[src/rtl/control_unit_v2.sv]
// control_unit_v2: two-byte fetch / execute sequencer with valid/ready flash
// and SRAM handshakes, latched ALU flags, a CALL/RET return stack, HALT/resume
// and a registered GPIO output.
//
// state     | meaning
// ----------+---------------------------------------------------------
// FETCH_HI  | request flash, latch instruction[15:8] on flash_valid
// FETCH_LO  | request flash, latch instruction[7:0] on flash_valid
// EXEC      | decode and execute; boot IN may stall here for flash
// MEM_WAIT  | hold SRAM request stable until sram_ready
// HALT      | no requests; resume returns to FETCH_HI
module control_unit_v2 #(
    parameter int DW          = 8,
    parameter int PCW         = 12,
    parameter int STACK_DEPTH = 4
) (
    input  logic           clk,
    input  logic           arst_n,
    input  logic [7:0]     flash_data,
    input  logic           flash_valid,
    output logic           flash_req,
    input  logic [PCW-1:0] pc_cur,
    output logic           pc_inc,
    output logic           pc_load,
    output logic [PCW-1:0] pc_next,
    output logic [3:0]     reg_read_addr_a,
    output logic [3:0]     reg_read_addr_b,
    input  logic [DW-1:0]  reg_read_data_a,
    input  logic [DW-1:0]  reg_read_data_b,
    output logic           reg_write_en,
    output logic [3:0]     reg_write_addr,
    output logic [DW-1:0]  reg_write_data,
    output logic [2:0]     alu_opcode,
    output logic [DW-1:0]  alu_a,
    output logic [DW-1:0]  alu_b,
    input  logic [DW-1:0]  alu_result,
    input  logic           alu_equal,
    input  logic           alu_carry,
    output logic           sram_req,
    output logic           sram_we,
    output logic [7:0]     sram_addr,
    output logic [DW-1:0]  sram_wdata,
    input  logic [DW-1:0]  sram_rdata,
    input  logic           sram_ready,
    input  logic [DW-1:0]  in_gpio,
    input  logic           bootstrapping,
    output logic [DW-1:0]  out_gpio,
    input  logic           resume,
    output logic           halted,
    output logic           stack_err,
    output logic [2:0]     state,
    output logic [15:0]    instruction
);
    localparam int AW  = $clog2(STACK_DEPTH);
    localparam int SPW = AW + 1;
    localparam logic [SPW-1:0] SP_FULL = SPW'(STACK_DEPTH);

    typedef enum logic [2:0] {
        S_FETCH_HI = 3'd0,
        S_FETCH_LO = 3'd1,
        S_EXEC     = 3'd2,
        S_MEM_WAIT = 3'd3,
        S_HALT     = 3'd4
    } state_t;

    state_t           r_state;
    state_t           w_state_nxt;
    logic [15:0]      r_instr;
    logic             r_z;
    logic             r_c;
    logic [SPW-1:0]   r_sp;
    logic             r_stack_err;
    logic [DW-1:0]    r_out_gpio;
    logic [PCW-1:0]   r_stack [STACK_DEPTH];

    logic [3:0]       w_op;
    logic [3:0]       w_dst;
    logic [PCW-1:0]   w_tgt;
    logic [PCW-1:0]   w_call_tgt;
    logic [AW-1:0]    w_pop_idx;
    logic             w_push;
    logic             w_pop;
    logic             w_err_set;
    logic             w_flags_we;
    logic             w_out_we;

    assign w_op       = r_instr[15:12];
    assign w_dst      = r_instr[11:8];
    assign w_tgt      = PCW'(r_instr[11:0]);
    assign w_call_tgt = {pc_cur[PCW-1:8], r_instr[7:0]};
    assign w_pop_idx  = r_sp[AW-1:0] - AW'(1);

    // STORE and OUT read the register named by the dst field
    assign reg_read_addr_a = (w_op == 4'h2 || w_op == 4'h7) ? w_dst : r_instr[7:4];
    assign reg_read_addr_b = r_instr[3:0];

    assign halted      = (r_state == S_HALT);
    assign stack_err   = r_stack_err;
    assign out_gpio    = r_out_gpio;
    assign state       = r_state;
    assign instruction = r_instr;

    // Next state and all strobes; everything is forced low while reset is held
    always_comb begin
        w_state_nxt    = r_state;
        flash_req      = 1'b0;
        pc_inc         = 1'b0;
        pc_load        = 1'b0;
        pc_next        = '0;
        reg_write_en   = 1'b0;
        reg_write_addr = '0;
        reg_write_data = '0;
        alu_opcode     = '0;
        alu_a          = '0;
        alu_b          = '0;
        sram_req       = 1'b0;
        sram_we        = 1'b0;
        sram_addr      = '0;
        sram_wdata     = '0;
        w_push         = 1'b0;
        w_pop          = 1'b0;
        w_err_set      = 1'b0;
        w_flags_we     = 1'b0;
        w_out_we       = 1'b0;
        if (arst_n) begin
            case (r_state)
                S_FETCH_HI, S_FETCH_LO: begin
                    flash_req = 1'b1;
                    if (flash_valid) begin
                        pc_inc      = 1'b1;
                        w_state_nxt = (r_state == S_FETCH_HI) ? S_FETCH_LO : S_EXEC;
                    end
                end
                S_EXEC: begin
                    w_state_nxt = S_FETCH_HI;
                    case (w_op)
                        4'h0: begin
                            if (w_dst == 4'h1) begin
                                if (r_sp == '0) begin
                                    w_err_set = 1'b1;
                                end else begin
                                    pc_load = 1'b1;
                                    pc_next = r_stack[w_pop_idx];
                                    w_pop   = 1'b1;
                                end
                            end else if (w_dst == 4'h2) begin
                                w_state_nxt = S_HALT;
                            end else if (w_dst == 4'h3) begin
                                if (r_sp == SP_FULL) begin
                                    w_err_set = 1'b1;
                                end else begin
                                    pc_load = 1'b1;
                                    pc_next = w_call_tgt;
                                    w_push  = 1'b1;
                                end
                            end
                        end
                        4'h1, 4'h2: begin
                            sram_req   = 1'b1;
                            sram_we    = (w_op == 4'h2);
                            sram_addr  = r_instr[7:0];
                            sram_wdata = (w_op == 4'h2) ? reg_read_data_a : '0;
                            if (sram_ready) begin
                                if (w_op == 4'h1) begin
                                    reg_write_en   = 1'b1;
                                    reg_write_addr = w_dst;
                                    reg_write_data = sram_rdata;
                                end
                            end else begin
                                w_state_nxt = S_MEM_WAIT;
                            end
                        end
                        4'h3: begin
                            pc_load = 1'b1;
                            pc_next = w_tgt;
                        end
                        4'h4: begin
                            pc_load = r_z;
                            pc_next = r_z ? w_tgt : '0;
                        end
                        4'h5: begin
                            pc_load = r_c;
                            pc_next = r_c ? w_tgt : '0;
                        end
                        4'h6: begin
                            if (bootstrapping) begin
                                flash_req = 1'b1;
                                if (flash_valid) begin
                                    pc_inc         = 1'b1;
                                    reg_write_en   = 1'b1;
                                    reg_write_addr = w_dst;
                                    reg_write_data = DW'(flash_data);
                                end else begin
                                    w_state_nxt = S_EXEC;
                                end
                            end else begin
                                reg_write_en   = 1'b1;
                                reg_write_addr = w_dst;
                                reg_write_data = in_gpio;
                            end
                        end
                        4'h7: w_out_we = 1'b1;
                        default: begin
                            alu_opcode     = w_op[2:0];
                            alu_a          = reg_read_data_a;
                            alu_b          = reg_read_data_b;
                            reg_write_en   = 1'b1;
                            reg_write_addr = w_dst;
                            reg_write_data = alu_result;
                            w_flags_we     = 1'b1;
                        end
                    endcase
                end
                S_MEM_WAIT: begin
                    sram_req   = 1'b1;
                    sram_we    = (w_op == 4'h2);
                    sram_addr  = r_instr[7:0];
                    sram_wdata = (w_op == 4'h2) ? reg_read_data_a : '0;
                    if (sram_ready) begin
                        w_state_nxt = S_FETCH_HI;
                        if (w_op == 4'h1) begin
                            reg_write_en   = 1'b1;
                            reg_write_addr = w_dst;
                            reg_write_data = sram_rdata;
                        end
                    end
                end
                S_HALT: begin
                    if (resume) w_state_nxt = S_FETCH_HI;
                end
                default: w_state_nxt = S_FETCH_HI;
            endcase
        end
    end

    // State, instruction latch, flags, stack pointer, error and GPIO registers
    always_ff @(posedge clk or negedge arst_n) begin
        if (!arst_n) begin
            r_state     <= S_FETCH_HI;
            r_instr     <= '0;
            r_z         <= 1'b0;
            r_c         <= 1'b0;
            r_sp        <= '0;
            r_stack_err <= 1'b0;
            r_out_gpio  <= '0;
        end else begin
            r_state <= w_state_nxt;
            if (r_state == S_FETCH_HI && flash_valid) r_instr[15:8] <= flash_data;
            if (r_state == S_FETCH_LO && flash_valid) r_instr[7:0]  <= flash_data;
            if (w_flags_we) begin
                r_z <= alu_equal;
                r_c <= alu_carry;
            end
            if (w_push)     r_sp <= r_sp + SPW'(1);
            else if (w_pop) r_sp <= r_sp - SPW'(1);
            if (w_err_set)  r_stack_err <= 1'b1;
            if (w_out_we)   r_out_gpio  <= reg_read_data_a;
        end
    end

    // Return-stack storage; contents survive errors and need no reset
    always_ff @(posedge clk) begin
        if (w_push) r_stack[r_sp[AW-1:0]] <= pc_cur;
    end
endmodule

[config.mk]
export PLATFORM = sky130hd
export DESIGN_NAME = control_unit_v2
export DESIGN_NICKNAME = d
export VERILOG_FILES = /design/src/rtl/control_unit_v2.sv
export SDC_FILE = /design/constraint.sdc
export NUM_CORES = 1
export LEC_CHECK = 0
export CAP_MARGIN = 20
export CORE_ASPECT_RATIO = 1.5
export CORE_MARGIN = 5
export CORE_UTILIZATION = 40
export DETAILED_ROUTE_END_ITERATION = 6
export PLACE_DENSITY = 0.83
export SLEW_MARGIN = 30
export SYNTH_ARGS = -nofsm -noshare
export SYNTH_HDL_FRONTEND = slang
export SYNTH_SLANG_ARGS = --single-unit
[constraint.sdc]
create_clock -name clk -period 2.7 [get_ports clk]
set_input_delay 0.405 -clock clk [delete_from_list [all_inputs] [get_ports clk]]
set_output_delay 0.405 -clock clk [all_outputs]
set_load 0.02 [all_outputs]
==> impl_metrics.tcl, run 1 <==
set metrics [dict create \
    run_status "complete, no violations" \
    insertion_delay_ns 0.34 \
    die_w_um 95.47 \
    crit_type "flop to output pin" \
    grt_max_degree 34 \
    drcViolationCount 0 \
    root_buffer "clkbuf_16" \
    cp_slowest_stage_delay_ns 0.45 \
    synth_async_sr_flop_share_pct 40.74 \
    wl_per_cell_um 20.96 \
    reg2reg_to "r_sp[2]" \
    r2r-start "instruction[12]" \
    synth.largest_area_cell "edfxtp_1" \
    power_density_nw_per_um2 849.3 \
    yosysWarningCount 0 \
    synth_compound_area_share_pct 10.59 \
    track_usage_pct 21.60 \
    yosys.area_share.simple_pct 16.07 \
    setup-violations-final 0 \
    fin_nets 621 \
    yosysMostFrequentCell "edfxtp_1" \
    fmax_mhz 373.2 \
    synth_nets 427 \
    holdCritPathClass "primary input to async pin" \
    drv_cap 0 \
    drive_gt1_share_pct 26.22 \
    vias 3855 \
    fp.dieH_um 138.2 \
    cp_slowest_cell "or3b_2" \
    dieArea_um2 13190 \
    numCtsBuffers 9 \
    r2r_slack_ns 0.20 \
    fin_crit_sh_pct 99.23 \
    worstSetupStartpoint "instruction[15]" \
    synth_ff_type "edfxtp_1" \
    clk_pin_slew_ns 0.06 \
    path_cells "buf_4, or3b_2, o211ai_1, a21oi_2, buf_4, and2_1, dlygate4sd2_1" \
    synthToLayoutAreaGrowth_pct 52.67 \
    postRouteAntennaNets 0 \
    min_period_ns 2.679 \
    cts_sinks 81 \
    netlist_area_um2 4383 \
    finClkSkew_ns 0.009541 \
    synth_mux_area_share_pct 13.82 \
    reg2reg_depth 12 \
    syn_inst 354 \
    io-pin-count 170 \
    start_kind "flop" \
    ys_seq_area_share_pct 51.73 \
    gr-total-overflow 0 \
    yosys.area_share.adder_pct 1.427 \
    coreArea_um2 10650 \
    diodes 0 \
    ys_seq_elements 81 \
    drt_wl_total_mm 14.61 \
    rsz0062_at_grt "yes" \
    vdd_ir_drop_max_mv 0.4651 \
    gp_congestion 0.8922 \
    antenna_found_initial 0 \
    synth_cell_types 55 \
    arrival_ns 2.27 \
    synth_edf_count 48 \
    grt_pass1_wl_mm 21.53 \
    dr.pass1.iters 5 \
    synth_top_area_share_pct 32.89 \
    slew_headroom_pct 57.52 \
    fin_setup_tns_ns 0 \
    critPathCaptureType "output pin" \
    timing.final.ws_setup_ns 0.02074 \
    hpwlAfterDp_mm 11.50 \
    critPathCapture "reg_write_addr[1]" \
    place_ws_ns -0.1464 \
    cp_data_required_time_ns 2.30 \
    tightestPinTransition_ns 0.6324 \
    synth-xor-area-share_pct 1.199 \
    syn_avg_cell_area_um2 12.38 \
    io_buffers 169 \
    htree_levels 3 \
    start_util_pct 41.16 \
    drt_iter0_drc 244 \
    rows 46 \
    p_leak_uw 0.002721 \
    clockBufferDepth 2 \
    crit_path_frequent_cell "buf_4" \
    hold_violations 0 \
    critPathMaxFanout 17 \
    viasPerCell 5.531 \
    synth.top_cells.by_count "48 x edfxtp_1, 33 x dfrtp_1, 28 x mux2_2" \
    synth_top_family_by_area "simple AND/OR/NAND/NOR gates" \
    cts_tree "built" \
    drv_slew 0 \
    yosys-top-cells-area "edfxtp_1 33%, dfrtp_1 19%, mux2_2 7.2%" \
    grt_pass1_vias 3981 \
]
## critical path: cells and delay by family (launching register included)
family                 cells  cell delay [ns]
flip-flops                 1             0.43
AND/OR/NAND/NOR            2             0.59
AO/OA/AOI/OAI              2             0.25
buffers and inverters      3             0.66
## registers in the layout, indices dropped and copies added (netlist names)
name         cells
r_z              1
stack_err        1
out_gpio         8
state            3
instruction     16
r_stack         48
r_sp             3
r_c              1
## how the worst min path moves through the flow
| stage | endpoint | slack, ns | depth (start not counted) |
|---|---|---|---|
| 3_5_place_dp | out_gpio[6] | 0.35 | 2 |
| 4_1_cts | r_z | 0.14 | 2 |
| 5_1_grt | state[0] | 0.16 | 2 |
| 2_1_floorplan | instruction[0] | 0.11 | 0 |
| 3_3_place_gp | out_gpio[6] | 0.35 | 2 |
| 6_report | state[2] | 0.13 | 2 |
## layout by cell type (no fill, tap or decap), drive strengths merged, types with 8 or more instances in the layout
cell type and count:
dfrtp 33, dlygate4sd2 25, clkdlybuf4s50 118, and3 23, o2bb2ai 8, and2 27
nand2 12, mux4 12, a22oi 8, clkdlybuf4s15 9, clkbuf 16, inv 18
buf 52, o21ai 18, mux2 28, nand3 20, edfxtp 48, a32o 8
## kinds of logic (layout without fill, tap and decap cells)
group,Yosys count,after routing
flops,81,81
fa+ha+maj,5,5
compound gates,64,64
simple gates,110,110
buf+inv,46,245
xor+xnor,6,6
mux,42,42
## layout make-up
cell class | count | area, um2
well taps | 144 | 180.2
flip-flops and latches | 81 | 2267
clock buffers | 9 | 225.2
repair buffers | 213 | 1939
multi-input cells | 227 | 1966
fillers | 796 | 3956
inverters | 16 | 60.06
clock inverters | 7 | 53.80
## routing by layer
layer | vias up | routed length (um) | track usage [%]
li1 | 1732 | - | -
met1 | 1845 | 5033 | 22.92
met2 | 234 | 7505 | 38.32
met3 | 44 | 1427 | 5.049
met4 | 0 | 646 | 11.77
met5 | - | 0 | 0
## through the flow
stage / hold slack [ns] / std cells / total power (uW) / utilization [%] / area [um2]
floorplan: 0.1094 / 354 / 3237 / - / 4383
global placement: 0.3469 / 677 / 4433 / 59.88 / 6376
detailed placement: 0.3530 / 677 / 4504 / 59.88 / 6376
CTS: 0.1363 / 696 / 5627 / 62.55 / 6660
global route: 0.1616 / 697 / 5931 / 62.84 / 6691
finish: 0.1323 / 697 / 5683 / 62.84 / 6691
## power by group
group / internal (uW) / switching (uW)
clock network: 628 / 501
logic: 1320 / 1430
registers: 1530 / 273
## repair_timing
item	4_1_cts	5_1_grt
cloned	0	0
buffers inserted	2	1
endpoints found under the hold margin	4	0
pin swaps	0	6
setup endpoints to repair	46	36
resized for setup	89	25
hold buffers	1	0
Power figures use the tool's default switching activity.
==> run 2: changes to the inputs <==
Settings changed: CORE_UTILIZATION 40 to 44, CTS_CLUSTER_SIZE set to 16, PLACE_DENSITY 0.83 to 0.86.
Clock period 2.7 ns to 2.55 ns, I/O delays scaled along.
==> run 2 against run 1 <==
The run now ends with negative setup slack left. Critical path depth down 1. Global-route usage up 2.1 points. Sequential share of layout area about the same. Via count up 0.91%. Worst setup slack worse by 0.025 ns. Hold slack worse by 0.11 ns. First-iteration DRC count down 6.6%. Utilization up 5.9 points. Critical path type unchanged.
==> impl_metrics.tcl, run 2 (synthesized netlist as in run 1, its figures left out) <==
set metrics [dict create \
    run_status "complete, but fails checks" \
    violations "negative setup slack" \
    p_total_uw 6156 \
    die_w_um 91.49 \
    crit_type "flop to output pin" \
    drt_iter0_drc 228 \
    start_kind "flop" \
    path_cells "buf_4, mux2i_2, o22a_1, a21bo_4, a32o_1, clkdlybuf4s15_2" \
    io-pin-count 170 \
    path_buf_inv 2 \
    drv_cap 0 \
    grt_pass1_wl_mm 22.34 \
    fin_crit_sh_pct 100.2 \
    p_switching_uw 2338 \
    drive_gt1_share_pct 29.87 \
    grt_pass1_vias 4002 \
    p_seq_share_pct 31.3 \
    gr-total-overflow 0 \
    setup-violations-final 2 \
    power_density_nw_per_um2 918.8 \
    start_util_pct 44.98 \
    insertion_delay_ns 0.34 \
    track_usage_pct 23.70 \
    path_delay_family "compound AO/OA/AOI/OAI gates" \
    critPathCaptureType "output pin" \
    finClkSkew_ns 0.005377 \
    cp_data_required_time_ns 2.17 \
    cts_sinks 81 \
    clk_pin_slew_ns 0.06 \
    fp.dieH_um 132.2 \
    combPwrFrac_pct 48.1 \
    fin_cells 674 \
    rows 44 \
    slew_headroom_pct 54.51 \
    cp_slowest_cell "dfrtp_2" \
    mostFrequentLayoutCells "99 x clkdlybuf4s50_1, 48 x buf_4, 48 x edfxtp_1" \
    rsz0062_at_grt "yes" \
    hold_violations 0 \
    dr.pass1.iters 4 \
    clockBufferDepth 2 \
    place_ws_ns -0.1438 \
    tightestPinTransition_ns 0.6773 \
    fin_nets 627 \
    viasPerCell 5.772 \
    r2r_slack_ns 0.19 \
    diodes 0 \
    drcViolationCount 0 \
    vdd_ir_drop_max_mv 0.5514 \
    numCtsBuffers 9 \
    antenna_found_initial 0 \
    vias 3890 \
    p_int_uw 3819 \
    min_period_ns 2.554 \
    htree_levels 3 \
    worstSetupStartpoint "instruction[12]" \
    grt_max_degree 25 \
    r2r-start "instruction[12]" \
    arrival_ns 2.17 \
    final_common_cell "clkdlybuf4s50_1" \
    reg2reg_depth 10 \
    fmax_mhz 391.5 \
    cp_slowest_stage_delay_ns 0.44 \
    timing.final.ws_setup_ns -0.004360 \
    dieArea_um2 12100 \
    cts-hold-fix-buffers 0 \
    drt_wl_total_mm 14.67 \
    gp_congestion 0.8766 \
    synthToLayoutAreaGrowth_pct 52.87 \
    root_buffer "clkbuf_16" \
    hpwlAfterDp_mm 11.26 \
    p_sw_share_pct 37.97 \
    wl_per_cell_um 21.77 \
    postRouteAntennaNets 0 \
    clockPowerShare_pct 20.6 \
    largest_reg_flops 48 \
    drv_slew 0 \
    critPathCapture "pc_next[6]" \
    coreArea_um2 9744 \
    path_depth 6 \
    critPathMaxFanout 8 \
    dp_cells 653 \
    holdCritPathClass "primary input to async pin" \
    reg2reg_to "r_sp[2]" \
    cts_tree "built" \
    p_leak_uw 0.002973 \
    io_buffers 169 \
]
run 2: cell count changes in the layout (fill, tap and decap cells not counted), moves of 3 or more:
cell	previous run	this run
buf_2	4	7
clkbuf_2	7	18
clkdlybuf4s50_1	118	99
dlymetal6s2s_1	1	11
run 2: cell type report:
type	count	area (um2)
clock buffer	11	232.7
sequential	81	2268
timing repair buffer	219	1956
multi-input combinational	227	1983
inverter	16	60.06
clock inverter	5	56.30
fill	741	3044
tap	115	143.9
run 2: how the worst min path moves through the flow:
stage,to,slack [ns],cells after the start
after floorplan,instruction[0],0.09,0
after global placement,state[1],0.37,2
after detailed placement,state[2],0.38,2
after CTS,stack_err,0.03,2
after global routing,r_c,0.04,2
final,state[2],0.02,2
run 2: per-stage QoR:
stage / cell area [um2] / setup TNS (ns) / util (%) / hold WS, ns
final: 6700 / -0.004899 / 68.76 / 0.02321
after global routing: 6700 / -0.6151 / 68.76 / 0.04301
after CTS: 6731 / -0.0003786 / 69.08 / 0.02650
after detailed placement: 6401 / -1.568 / 65.69 / 0.3804
after global placement: 6401 / -1.004 / 65.69 / 0.3721
after floorplan: 4400 / 0 / - / 0.08691
run 2: routing by layer:
metal / vias to the layer above / part of all wire (%) / global-route usage, %
li1: 1738 / - / -
met1: 1910 / 37 / 25.56
met2: 203 / 51 / 42.70
met3: 39 / 7.2 / 6.625
met4: 0 / 4.1 / 10.15
met5: - / 0 / 0
run 2: power groups by stage:
| stage | sequential [uW] | combinational, uW | clock (uW) |
|---|---|---|---|
| floorplan | 2060 | 1370 | 0 |
| global placement | 1910 | 2820 | 0 |
| detailed placement | 1930 | 2880 | 0 |
| CTS | 1910 | 2940 | 1280 |
| global route | 1960 | 3130 | 1330 |
| finish | 1930 | 2960 | 1270 |
run 2: repair_timing:
item	in CTS	in global routing
resized for setup	107	59
pin swaps	2	2
endpoints found under the setup margin	69	58
setup buffers	3	2
gates cloned	0	0
==> run 3: changes to the inputs <==
Settings changed: ABC_AREA set to 1, CORE_UTILIZATION 44 to 40, PLACE_DENSITY 0.86 to 0.83.
Clock period 2.55 ns to 2.1 ns, I/O delays scaled along.
==> run 3 against run 2 <==
The flow still finishes with violations (negative setup slack). Die area up 11%. Final area rose by 24%. Sequential power up 18%. Non-clock buffer count up 66. Utilization grew 6.5 points. Power up 68%. Clock skew up 0.0035 ns. Hold slack improved by 0.18 ns. Register-to-register slack got worse by 0.27 ns. Worst setup slack worse by 0.38 ns. Final cell count up 44%. Synthesized area increased by 2.4%. Largest power group unchanged.
==> impl_metrics.tcl, run 3 <==
set metrics [dict create \
    synth_cell_types 36 \
    coreArea_um2 11000 \
    start_util_pct 40.81 \
    grt_pass1_wl_mm 27.30 \
    timing.final.ws_setup_ns -0.3817 \
    fin_hold_ws_ns 0.2040 \
    multi_input_area_um2 2510 \
    rows 47 \
    yosysMostFrequentCell "nand2_1" \
    p_sw_share_pct 45.39 \
    wl_met2_mm 11.83 \
    reg2reg_depth 14 \
    fmax_mhz 402.9 \
    violations "negative setup slack" \
    diodes 0 \
    path_cells "inv_2, ha_4, buf_8, a21oi_2, a32oi_1, nand2_1, a21oi_4, buf_6" \
    p_leak_uw 0.003669 \
    tightestPinTransition_ns 0.5367 \
    top_layer "met4" \
    antenna_found_initial 0 \
    largest_reg_flops 48 \
    final_common_cell "nand2_1" \
    wl_met3_mm 1.852 \
    drv_cap 0 \
    crit_type "flop to output pin" \
    ys_seq_area_share_pct 50.52 \
    numCtsBuffers 9 \
    gp_congestion 0.8994 \
    drt_wl_total_mm 22.52 \
    critPathMaxFanout 8 \
    drv_slew 0 \
    fin_crit_sh_pct 118.2 \
    synth_async_sr_flop_share_pct 40.74 \
    syn_inst 549 \
    holdCritPathClass "primary input to async pin" \
    rsz0062_at_grt "yes" \
    fin_nets 894 \
    seq_area_um2 2271 \
    cp_slowest_cell "dfrtp_1" \
    die_w_um 96.49 \
    track_usage_pct 26.68 \
    slew_headroom_pct 64.13 \
    run_status "complete, but fails checks" \
    clockPowerShare_pct 16.0 \
    dieArea_um2 13480 \
    place_ws_ns -0.3503 \
    yosys-top-cells-area "edfxtp_1 32%, dfrtp_1 18%, nand2_1 13%" \
    cts_sinks 81 \
    wl_met1_mm 6.883 \
    cts_tree "built" \
    finClkSkew_ns 0.008895 \
    wl_per_cell_um 23.14 \
    dp_cells 928 \
    htree_levels 3 \
    clockBufferDepth 2 \
    p_int_uw 5655 \
    path_depth 8 \
    fp.dieH_um 139.7 \
    drt_iter0_drc 460 \
    hpwlAfterDp_mm 12.47 \
    hold_violations 0 \
    start_kind "flop" \
    netlist_area_um2 4488 \
    path_delay_family "compound AO/OA/AOI/OAI gates" \
    critPathCaptureType "output pin" \
    synth_top_area_share_pct 32.12 \
    gr-total-overflow 0 \
    setup-violations-final 50 \
    synth.top_cells.by_count "151 x nand2_1, 71 x inv_1, 67 x nor2_1" \
    ys_seq_elements 81 \
    drcViolationCount 0 \
    postRouteAntennaNets 0 \
    drive_gt1_share_pct 40.68 \
    synth_ff_type "edfxtp_1" \
    p_switching_uw 4701 \
    combPwrFrac_pct 62.0 \
    yosysWarningCount 0 \
    cp_data_required_time_ns 1.78 \
    insertion_delay_ns 0.35 \
    nFillCells 648 \
    cts-hold-fix-buffers 0 \
    cp_slowest_stage_delay_ns 0.38 \
    syn_avg_cell_area_um2 8.175 \
    mostFrequentLayoutCells "120 x nand2_1, 102 x buf_4, 98 x clkdlybuf4s50_1" \
    root_buffer "clkbuf_16" \
    power_density_nw_per_um2 1251 \
    grt_pass1_vias 5260 \
    grt_max_degree 34 \
    synth_nets 622 \
    min_period_ns 2.482 \
    vias 5607 \
    viasPerCell 5.763 \
    io-pin-count 170 \
    path_buf_inv 3 \
    clk_pin_slew_ns 0.07 \
    fin_cells 973 \
    vdd_ir_drop_max_mv 0.7069 \
    dr.pass1.iters 5 \
    p_seq_share_pct 22.0 \
    synth.largest_area_cell "edfxtp_1" \
    io_buffers 169 \
    synth_edf_count 48 \
    arrival_ns 2.17 \
    synthToLayoutAreaGrowth_pct 84.47 \
]
-- run 3: final timing paths --
| kind | from | to | slack, ns |
|---|---|---|---|
| setup / recovery | r_sp[0] | pc_next[0] | -0.38 |
| hold / removal | arst_n | instruction[13] | 0.20 |
| setup reg to reg | instruction[15] | r_sp[2] | -0.08 |
| hold reg to reg | out_gpio[0] | out_gpio[0] | 0.50 |
| max in group asynchronous | arst_n | instruction[14] | 1.56 |
| min in group clk | out_gpio[0] | out_gpio[0] | 0.50 |
-- run 3: cells by family (layout without fill, tap and decap cells) --
family / after synthesis / count (layout) / share of synthesized area [%]
flip-flops: 81 / 81 / 50.52
multiplexers: 2 / 2 / 0.5018
adder cells (fa/ha/maj): 5 / 5 / 1.394
AND/OR/NAND/NOR: 261 / 261 / 25.37
XOR/XNOR: 2 / 2 / 0.3904
AO/OA/AOI/OAI: 100 / 100 / 12.60
buffers and inverters: 98 / 375 / 9.228
-- run 3: through the flow --
step | TNS [ns] | total power (uW) | cell area, um2 | util [%]
4_1_cts | -4.023 | 8971 | 7671 | 69.76
3_3_place_gp | -7.978 | 6568 | 7164 | 65.15
3_5_place_dp | -10.51 | 6750 | 7164 | 65.15
6_report | -8.455 | 10360 | 8279 | 75.29
2_1_floorplan | 0 | 4514 | 4677 | -
5_1_grt | -11.00 | 10670 | 8279 | 75.29
-- run 3: layout make-up --
cell class | count | share of cell area [%]
clock buffer | 9 | 2.720
clock inverter | 7 | 1.028
inverter | 74 | 3.446
multi-input combinational | 370 | 30.32
sequential | 81 | 27.43
tap | 147 | 2.222
timing repair buffer | 285 | 32.84
-- run 3: timing repair --
action | in CTS | in global routing
resized for setup | 339 | 191
pin swaps | 18 | 53
setup buffers | 13 | 16
endpoints found under the setup margin | 70 | 70
gates cloned | 1 | 1
-- run 3: routing by layer --
layer  up-vias  track usage [%]
li1       2335                -
met1      2649            27.65
met2       452            48.62
met3       171            6.048
met4         0            13.30
met5         -                0
-- run 3: worst register-to-register path: cells and delay by family, from the launching register on --
| kind | cells | cell delay (ns) |
|---|---|---|
| buf+inv | 4 | 0.44 |
| fa+ha+maj | 1 | 0.17 |
| simple gates | 7 | 0.72 |
| flops | 1 | 0.46 |
| xor+xnor | 1 | 0.17 |
| compound gates | 1 | 0.17 |
-- run 3: power by group through the flow --
stage | clock network (uW) | registers, uW | logic [uW]
2_1_floorplan | 0 | 2420 | 2100
3_3_place_gp | 0 | 2210 | 4360
3_5_place_dp | 0 | 2210 | 4540
4_1_cts | 1630 | 2200 | 5150
5_1_grt | 1720 | 2280 | 6670
6_report | 1650 | 2280 | 6420
